[src/rtl/uart_receiver.sv]
// uart_receiver: 8N1 asynchronous serial receiver.
// The RX pin is synchronized and then oversampled with the system clock.
// Each bit is sampled at its midpoint. A byte is presented with a one-cycle
// o_valid strobe, and a low stop bit gives a one-cycle o_frame_error strobe.
// i_reset is an asynchronous, active-low reset.
module uart_receiver #(
    parameter int CLKS_PER_BIT = 10417,
    parameter int SYNC_STAGES  = 2
) (
    input  logic       clk,
    input  logic       i_reset,
    input  logic       i_rx,
    output logic [7:0] o_data,
    output logic       o_valid,
    output logic       o_frame_error,
    output logic       o_busy
);

    localparam int CNT_W = $clog2(CLKS_PER_BIT);
    localparam logic [CNT_W-1:0] CNT_LAST = CNT_W'(CLKS_PER_BIT - 1);
    localparam logic [CNT_W-1:0] CNT_HALF = CNT_W'((CLKS_PER_BIT - 1) / 2);

    typedef enum logic [2:0] {
        IDLE,
        START,
        DATA,
        STOP,
        WAIT_IDLE
    } state_t;

    state_t             state;
    state_t             state_next;
    logic [CNT_W-1:0]   clk_cnt;
    logic [CNT_W-1:0]   clk_cnt_next;
    logic [2:0]         bit_idx;
    logic [2:0]         bit_idx_next;
    logic [7:0]         data_next;
    logic               valid_next;
    logic               frame_error_next;
    logic [SYNC_STAGES-1:0] sync_q;
    logic               rx_s;

    // Synchronizer chain.
    // It is preset to idle-high so that releasing reset never looks like a start edge.
    always_ff @(posedge clk or negedge i_reset) begin
        if (!i_reset) begin
            sync_q <= '1;
        end else begin
            sync_q <= {sync_q[SYNC_STAGES-2:0], i_rx};
        end
    end

    assign rx_s   = sync_q[SYNC_STAGES-1];
    assign o_busy = (state != IDLE);

    // Register the FSM state, the counters and the output strobes and data.
    always_ff @(posedge clk or negedge i_reset) begin
        if (!i_reset) begin
            state         <= IDLE;
            clk_cnt       <= '0;
            bit_idx       <= '0;
            o_data        <= 8'h00;
            o_valid       <= 1'b0;
            o_frame_error <= 1'b0;
        end else begin
            state         <= state_next;
            clk_cnt       <= clk_cnt_next;
            bit_idx       <= bit_idx_next;
            o_data        <= data_next;
            o_valid       <= valid_next;
            o_frame_error <= frame_error_next;
        end
    end

    // Next-state logic.
    // The start bit is checked at its midpoint; after that, every later sample
    // is taken one full bit period on, which keeps each sample at mid-bit.
    always_comb begin
        state_next       = state;
        clk_cnt_next     = clk_cnt;
        bit_idx_next     = bit_idx;
        data_next        = o_data;
        valid_next       = 1'b0;
        frame_error_next = 1'b0;

        case (state)
            IDLE: begin
                clk_cnt_next = '0;
                bit_idx_next = '0;
                if (!rx_s) begin
                    state_next = START;
                end
            end

            START: begin
                if (clk_cnt == CNT_HALF) begin
                    clk_cnt_next = '0;
                    bit_idx_next = '0;
                    state_next   = rx_s ? IDLE : DATA;
                end else begin
                    clk_cnt_next = clk_cnt + CNT_W'(1);
                end
            end

            DATA: begin
                if (clk_cnt == CNT_LAST) begin
                    clk_cnt_next       = '0;
                    data_next[bit_idx] = rx_s;
                    if (bit_idx == 3'd7) begin
                        state_next = STOP;
                    end else begin
                        bit_idx_next = bit_idx + 3'd1;
                    end
                end else begin
                    clk_cnt_next = clk_cnt + CNT_W'(1);
                end
            end

            STOP: begin
                if (clk_cnt == CNT_LAST) begin
                    clk_cnt_next = '0;
                    if (rx_s) begin
                        valid_next = 1'b1;
                        state_next = IDLE;
                    end else begin
                        frame_error_next = 1'b1;
                        state_next       = WAIT_IDLE;
                    end
                end else begin
                    clk_cnt_next = clk_cnt + CNT_W'(1);
                end
            end

            WAIT_IDLE: begin
                clk_cnt_next = '0;
                if (rx_s) begin
                    state_next = IDLE;
                end
            end

            default: begin
                state_next = IDLE;
            end
        endcase
    end

endmodule

[config.mk]
export PLATFORM = sky130hd
export DESIGN_NAME = uart_receiver
export DESIGN_NICKNAME = d
export VERILOG_FILES = /design/src/rtl/uart_receiver.sv
export SDC_FILE = /design/constraint.sdc
export NUM_CORES = 1
export LEC_CHECK = 0
export CORE_MARGIN = 1
export CORE_UTILIZATION = 61
export DETAILED_ROUTE_END_ITERATION = 12
export GPL_TIMING_DRIVEN = 0
export PLACE_DENSITY_LB_ADDON = 0.2
export SYNTH_ARGS = -nofsm -noshare
export SYNTH_HDL_FRONTEND = slang
export SYNTH_SLANG_ARGS = --single-unit
[constraint.sdc]
create_clock -name clk -period 7.45 [get_ports clk]
set_input_delay 1.8625 -clock clk [delete_from_list [all_inputs] [get_ports clk]]
set_output_delay 1.8625 -clock clk [all_outputs]
set_load 0.005 [all_outputs]
Yosys cells after proc, flatten, opt, wreduce, memory -nomap -nowiden:

Index checks and enable logic that the tools add are counted.

* eq/ne operators: 14
* reduce and logical (&&, ||, !) cells: 10
* magnitude comparators: 2
* $add $sub $neg: 2
* mux-type cells: 25

Operators by type and width (count)
* 14-bit one-hot mux with 3 select lines: 1
* 3-bit 2-to-1 mux: 10
* 14-bit 2-to-1 mux: 2
* 3-bit one-hot mux with 5 select lines: 1
* 14-bit by 1-bit adder with 14-bit output, second input constant: 1
* 14-bit by 13-bit == test with 1-bit output, second input constant: 1
* 14-bit == test, second input constant: 1
* 2-bit != test, second input constant: 7
* 3-bit one-hot mux with 3 select lines: 1
* 3-bit nonzero test: 3
* 8-bit bitwise mux: 1
* 1-bit 2-to-1 mux: 7
* 3-bit by 2-bit == test with 1-bit output, second input constant: 2
* 3-bit == test, second input constant: 2
* 6-bit AND reduction: 1
* 3-bit by 4-bit less-than comparator with 1-bit output, second input constant: 1
* 4-bit AND reduction: 1
* 2-bit OR reduction: 2
* 3-bit by 1-bit adder with 3-bit output, second input constant: 1
* 1-bit demux with 3-bit select: 1
* 3-bit by 1-bit == test with 1-bit output, second input constant: 1
* 3-bit by 1-bit >= comparator with 1-bit output, second input constant: 1
* 3-bit zero test: 1
* 2-bit 2-to-1 mux: 1
* other kinds (2): 2

* output and inout port bits: 11
* input port bits: 3
* word-level logic and storage cells: 60
* register bits: 32

Logic depth before layout (Yosys ltp):

* depth in word-level cells: 5
* gate-level depth with buffers: 8
* mapped depth without buffers: 7

Worst setup path after synthesis:

No wires, ideal clock.

* path kind: reg-to-output
* from: register state[2]
* to: output port o_busy
* arrival: 1.055 ns
* cell stages (with the launch flop): 4
* setup slack: 4.532 ns
* required time: 5.588 ns
* path buffers: 2
* cell sequence: dfrtp_1 > clkbuf_1 > clkbuf_1 > or3_1

* cells in the longest elaborated chain, start to end: 1

Ends and longest elaborated chain
* start: declaration: line 31 `state_t state;`
* start signal: assignment: line 66 `state <= state_next;`
* 3-bit nonzero test: line 54 `assign o_busy = (state != IDLE);`
* end: declaration: line 16 `output logic o_busy`

Every way passes these cells.

Worst setup path in the final report:

Ends and elaborated chain as after synthesis.

==> flow_summary.yaml <==
clock_tree:
  cts_setup_buffers: 0
  cts.clk_slew.worst_paths_ps: 100
  cts-root-buf: "clkbuf_4"
  hold_buffers: 0
  clockBufferDepth: 2
  htree_num_levels: 2
  clock_latency_ps: 330
  tritoncts: "done"
  clock_sinks: 32
  post_cts_resized: 0
  cts_made_buffers: 5
logic_synthesis:
  syn-num-nets: 183
  ys_types: 49
  yosysWarnings: 0
  syn_area_um2: 1743
  synth_edf_count: 0
  syn_inst: 176
  async_reset_ff_share_pct: 100.0
  synth-main-ff-cell: "dfrtp_1"
  syn_area_per_cell_um2: 9.903
  synth-seq-cells: 32
  ys_seq_area_share_pct: 46.09
die:
  die_y_um: 55.46
  initial_utilization_pct: 63.75
  die_w_um: 55.46
  ios: 14
  core_area_um2: 2734
  die_area_um2: 3075
  std_cell_rows: 19
timing:
  finalSetupViolCount: 0
  final.setup.tns_ps: 0
  min_period_over_period_pct: 52.05
  hold-worst-slack_ps: 361.8
  slew_viol_final: 0
  hold_viol: 0
  relSlewSlack_pct: 50.42
  skew_ps: 18.02
  worst_pin_slew_ps: 736.9
  period_minus_slack_ps: 3878
  rsz0062_at_grt: "no"
  fmax_mhz: 257.9
finish:
  n_antenna_cell: 0
  drive_gt1_share_pct: 16.24
  stdcell_area_um2: 1983
  mostFrequentLayoutCell: "dfrtp_1"
  areaGrowthSynthToFinish_pct: 13.78
  finalNetCount: 203
  fin_cells: 228
  utilization_pct: 72.54
  final_cell_mix: "30 x dfrtp_1, 18 x nand2_1, 14 x nor2_1, 12 x clkdlybuf4s50_1"
placement:
  port-buffer-count: 13
  dp_hpwl_um: 2652
  place_area_um2: 1912
  dp_cells: 220
  gp_congestion: 0.8909
grt:
  antenna_found_initial: 0
  grt_pass1_vias: 1385
  grt_pass1_wl_um: 6458
  grt_max_degree: 33
  grt_use_total_pct: 27.60
  grt_overflow: 0
routing:
  antenna_left: 0
  firstDrtPassIters: 4
  drt_iter0_drc: 54
  num_vias: 1447
  wl_per_cell_um: 16.47
  totalWireLength_um: 3755
  drc_errors: 0
  vias_per_cell: 6.346
critical_path:
  r2r_start: "clk_cnt[1]"
  arrival_ps: 2020
  path_max_fanout: 10
  path_class: "flop to output port"
  critPathLaunchType: "flop"
  critPathLaunch: "state[2]"
  crit_required_ps: 5590
  cp-end-kind: "output port"
outcome:
  status: "completed"
hold_path:
  hp-start: "sync_q[0]"
  hold_path.class: "flop to flop"
power_and_ir_drop:
  ir_drop_uv: 239.7
  powerDensity_nw_per_um2: 155.5
  p_leak_nw: 0.8375
run:
  drv_cap: 0
==> power by group <==
group          internal (W)   total [W]  switching [W]
Sequential         0.000175    0.000175    0.000000296
Clock             0.0000704    0.000128      0.0000581
Combinational   0.000000842  0.00000501     0.00000416
==> cell usage after synthesis (2+ instances only) <==
cell / number / area (µm²)
and3_1: 4 / 25.02
o21ai_0: 5 / 25.02
xnor2_1: 3 / 26.28
o31ai_1: 3 / 22.52
nor2b_1: 2 / 12.51
inv_1: 6 / 22.52
nor4_1: 5 / 31.28
and3_2: 2 / 15.01
clkbuf_1: 7 / 26.28
a21oi_1: 2 / 10.01
nand3_1: 7 / 35.03
dfrtp_1: 30 / 750.7
nand2_1: 18 / 67.56
or3_1: 2 / 12.51
nor2_1: 14 / 52.55
dfstp_2: 2 / 52.55
nand2b_1: 4 / 25.02
o22ai_1: 2 / 12.51
or4b_4: 2 / 27.53
ha_1: 4 / 50.05
nand3b_1: 4 / 30.03
a21o_1: 2 / 15.01
buf_2: 2 / 10.01
mux2_2: 8 / 90.09
a31o_2: 2 / 17.52
a311oi_1: 2 / 17.52
a22o_1: 2 / 17.52
or4_1: 3 / 22.52
o32ai_1: 2 / 17.52
nor3_1: 6 / 30.03
==> per-layer routing <==
| metal | GRT usage, % | wire length [µm] |
|---|---|---|
| met1 | 35.27 | 1690 |
| met2 | 42.69 | 1798 |
| met3 | 10.77 | 248 |
| met4 | 10.00 | 18 |
| met5 | 0 | 0 |
==> final timing paths <==
check,to,slack (ps),cells past startpoint
hold / removal,sync_q[1],360,0
setup / recovery,o_busy,3570,4
hold reg to reg,sync_q[1],360,0
max in group asynchronous,clk_cnt[10],5420,1
min in group asynchronous,clk_cnt[5],1560,1
setup reg to reg,clk_cnt[3],4690,7
==> cells by family (layout without fill, tap and decap cells) <==
logic type      Yosys count  after routing  share of synthesized area (%)
xor+xnor                  3              3                          1.508
flops                    32             32                          46.09
simple gates             83             83                          27.42
mux                      10             10                          6.389
fa+ha+maj                 4              4                          2.872
buf+inv                  15             36                          3.374
compound gates           29             29                          12.35
==> cell type report <==
class	instances	area, µm²
sequential	32	803.3
tap	31	38.79
clock buffer	6	41.29
clock inverter	2	35.03
inverter	6	22.52
multi-input combinational	129	880.8
fill	215	750.7
buffer	9	36.28
timing repair buffer	13	125.1
==> critical path: stages (launching register included) <==
cell	delay, ps
dfrtp_1	330
clkbuf_1	270
clkbuf_1	400
or3_1	180
clkdlybuf4s50_1	490
==> through the flow <==
stage | setup slack, ps | power, W
4_1_cts | 3555 | 0.0003118
6_report | 3572 | 0.0003083
3_5_place_dp | 3928 | 0.0001838
3_3_place_gp | 3985 | 0.0001835
2_1_floorplan | 4532 | 0.0001789
5_1_grt | 3456 | 0.0003217
==> state kept, by name (all words and copies together), names as in the netlist <==
register,cells
o_data,8
bit_idx,3
state,3
o_valid,1
sync_q,2
clk_cnt,14
o_frame_error,1
Power figures use the tool's default switching activity.
==> RTL change: new RTL, config.mk and constraints unchanged <==
Make the reset (`i_reset`) synchronous in 2 clocked blocks. Comments in the files are not updated.
--- a/src/rtl/uart_receiver.sv
+++ b/src/rtl/uart_receiver.sv
@@ -44,3 +44,3 @@
     // It is preset to idle-high so that releasing reset never looks like a start edge.
-    always_ff @(posedge clk or negedge i_reset) begin
+    always_ff @(posedge clk) begin
         if (!i_reset) begin
@@ -56,3 +56,3 @@
     // Register the FSM state, the counters and the output strobes and data.
-    always_ff @(posedge clk or negedge i_reset) begin
+    always_ff @(posedge clk) begin
         if (!i_reset) begin
Behaviour: differs if i_reset is asserted again (counterexample within 4 cycles, from zero or initial values and one cycle with i_reset low); with i_reset held inactive, the same outputs for 10 cycles.
==> RTL change against the unedited design <==
Cell area rose by 1.1%. Sequential cell count stayed put. Worst setup slack better by 0.0027 ns. Area after synthesis increased by 0.79%. Global-route usage increased by 0.68 points. Routed wire length increased by 8.9%. Synthesized cell count up 18%. Critical endpoint unchanged.
Power is not compared: it rests on default switching activity, and its combinational part moved more than twofold at a synthesized area within 25%.
==> RTL change: results (changes against the unedited design) <==
* Mean Syn Cell Area at 8.49 um^2 (was 9.90 um^2)
* Wirelength per Cell at 15.8 um (was 16.5 um)
* Status: finished clean (unchanged)
* Final Wtd Congestion at 0.894 (was 0.891)
* Initial drt markers at 140 (was 54)
* Synth Net Count at 214 (was 183)
* Yosys cell types at 43 (was 49)
* Detailed-route wire length at 4090 um (was 3760 um)
* First-pass GRT wire length at 6980 um (was 6460 um)
* Sequential fraction of the synthesis area at 36.5% (was 46.1%)
* Vias at 1,707 (was 1,447)
* Placed insts at 251 (was 220)
* Synthesis-to-layout area growth at 14.2% (was 13.8%)
* Largest net degree at the start of global routing at 12 (was 33)
* Final #Nets at 234 (was 203)
* Total track usage at 28.3% (was 27.6%)
* Final clock skew at 0.00998 ns (was 0.0180 ns)
* Post-synth ARST share at 0% (was 100%)
* Worst skew pair latency at 0.35 ns (was 0.33 ns)
* Commonest cells in the netlist: dfxtp_1 (32), nand2_1 (24), nor2_1 (17) (was dfrtp_1 (30), nand2_1 (18), nor2_1 (14))
* DP Worst Slack at 3.99 ns (was 3.93 ns)
* Clk pwr share at a little over two fifths
* Layout cells sized above 1 at 8.77% (was 16.2%)
* Main synth FF type: dfxtp_1 (was dfrtp_1)
* Post-DP HPWL at 2950 um (was 2650 um)
* Area contributors post-synth: dfxtp_1 (36%), nand2_1 (5.1%), o211ai_1 (4.7%), mux2i_1 (4.6%), nand4_1 (4.3%) (was dfrtp_1 (43%), mux2_2 (5.2%), nand2_1 (3.9%), dfstp_2 (3.0%), nor2_1 (3.0%))
RTL change: changes by cell type after synthesis, sizes merged, moves of 8 or more:
cell	delta
o211ai	+11
nand4	+11
dfrtp	-30
dfxtp	+32
a31oi	+8
mux2	-9
RTL change: routing by layer:
layer | part of all wire, % | GRT usage, %
met1 | 46 | 37.6
met2 | 46 | 44.8
met3 | 6.6 | 7.44
met4 | 2.1 | 9.29
met5 | 0 | 0
RTL change: cell families (layout without fill, tap and decap cells):
| kind of cell | Yosys count | count (layout) | synth area share, % |
|---|---|---|---|
| adders and majority gates | 4 | 4 | 2.85 |
| DFF | 32 | 32 | 36.5 |
| muxes | 8 | 8 | 4.56 |
| xor gates and xnor gates | 2 | 2 | 0.997 |
| and+or+nand+nor | 102 | 102 | 32.8 |
| buffers and inverters | 18 | 39 | 4.70 |
| AOI/OAI and AO/OA | 41 | 41 | 17.6 |
RTL change: final cells by class:
cell class | instances | area (um^2)
plain buffers | 12 | 60.1
multi-input cells | 157 | 1030
clock inverters | 3 | 42.5
inverters | 6 | 22.5
fillers | 209 | 728
repair buffers | 13 | 130
clock buffers | 5 | 37.5
well taps | 31 | 38.8
flip-flops and latches | 32 | 641
RTL change: path summary, 6_finish.rpt:
check / startpoint / endpoint / slack (ns) / cells after the start
setup reg to reg: clk_cnt[7] / clk_cnt[2] / 5.39 / 7
hold reg to reg: sync_q[0] / sync_q[1] / 0.42 / 1
hold / removal: sync_q[0] / sync_q[1] / 0.42 / 1
setup / recovery: state[2] / o_busy / 3.57 / 4
RTL change: metrics by stage:
stage | total power [mW] | instance area, um^2
5_1_grt | 0.333 | 2010
6_report | 0.324 | 2010
3_3_place_gp | 0.192 | 1930
2_1_floorplan | 0.187 | 1760
4_1_cts | 0.323 | 2010
3_5_place_dp | 0.192 | 1930
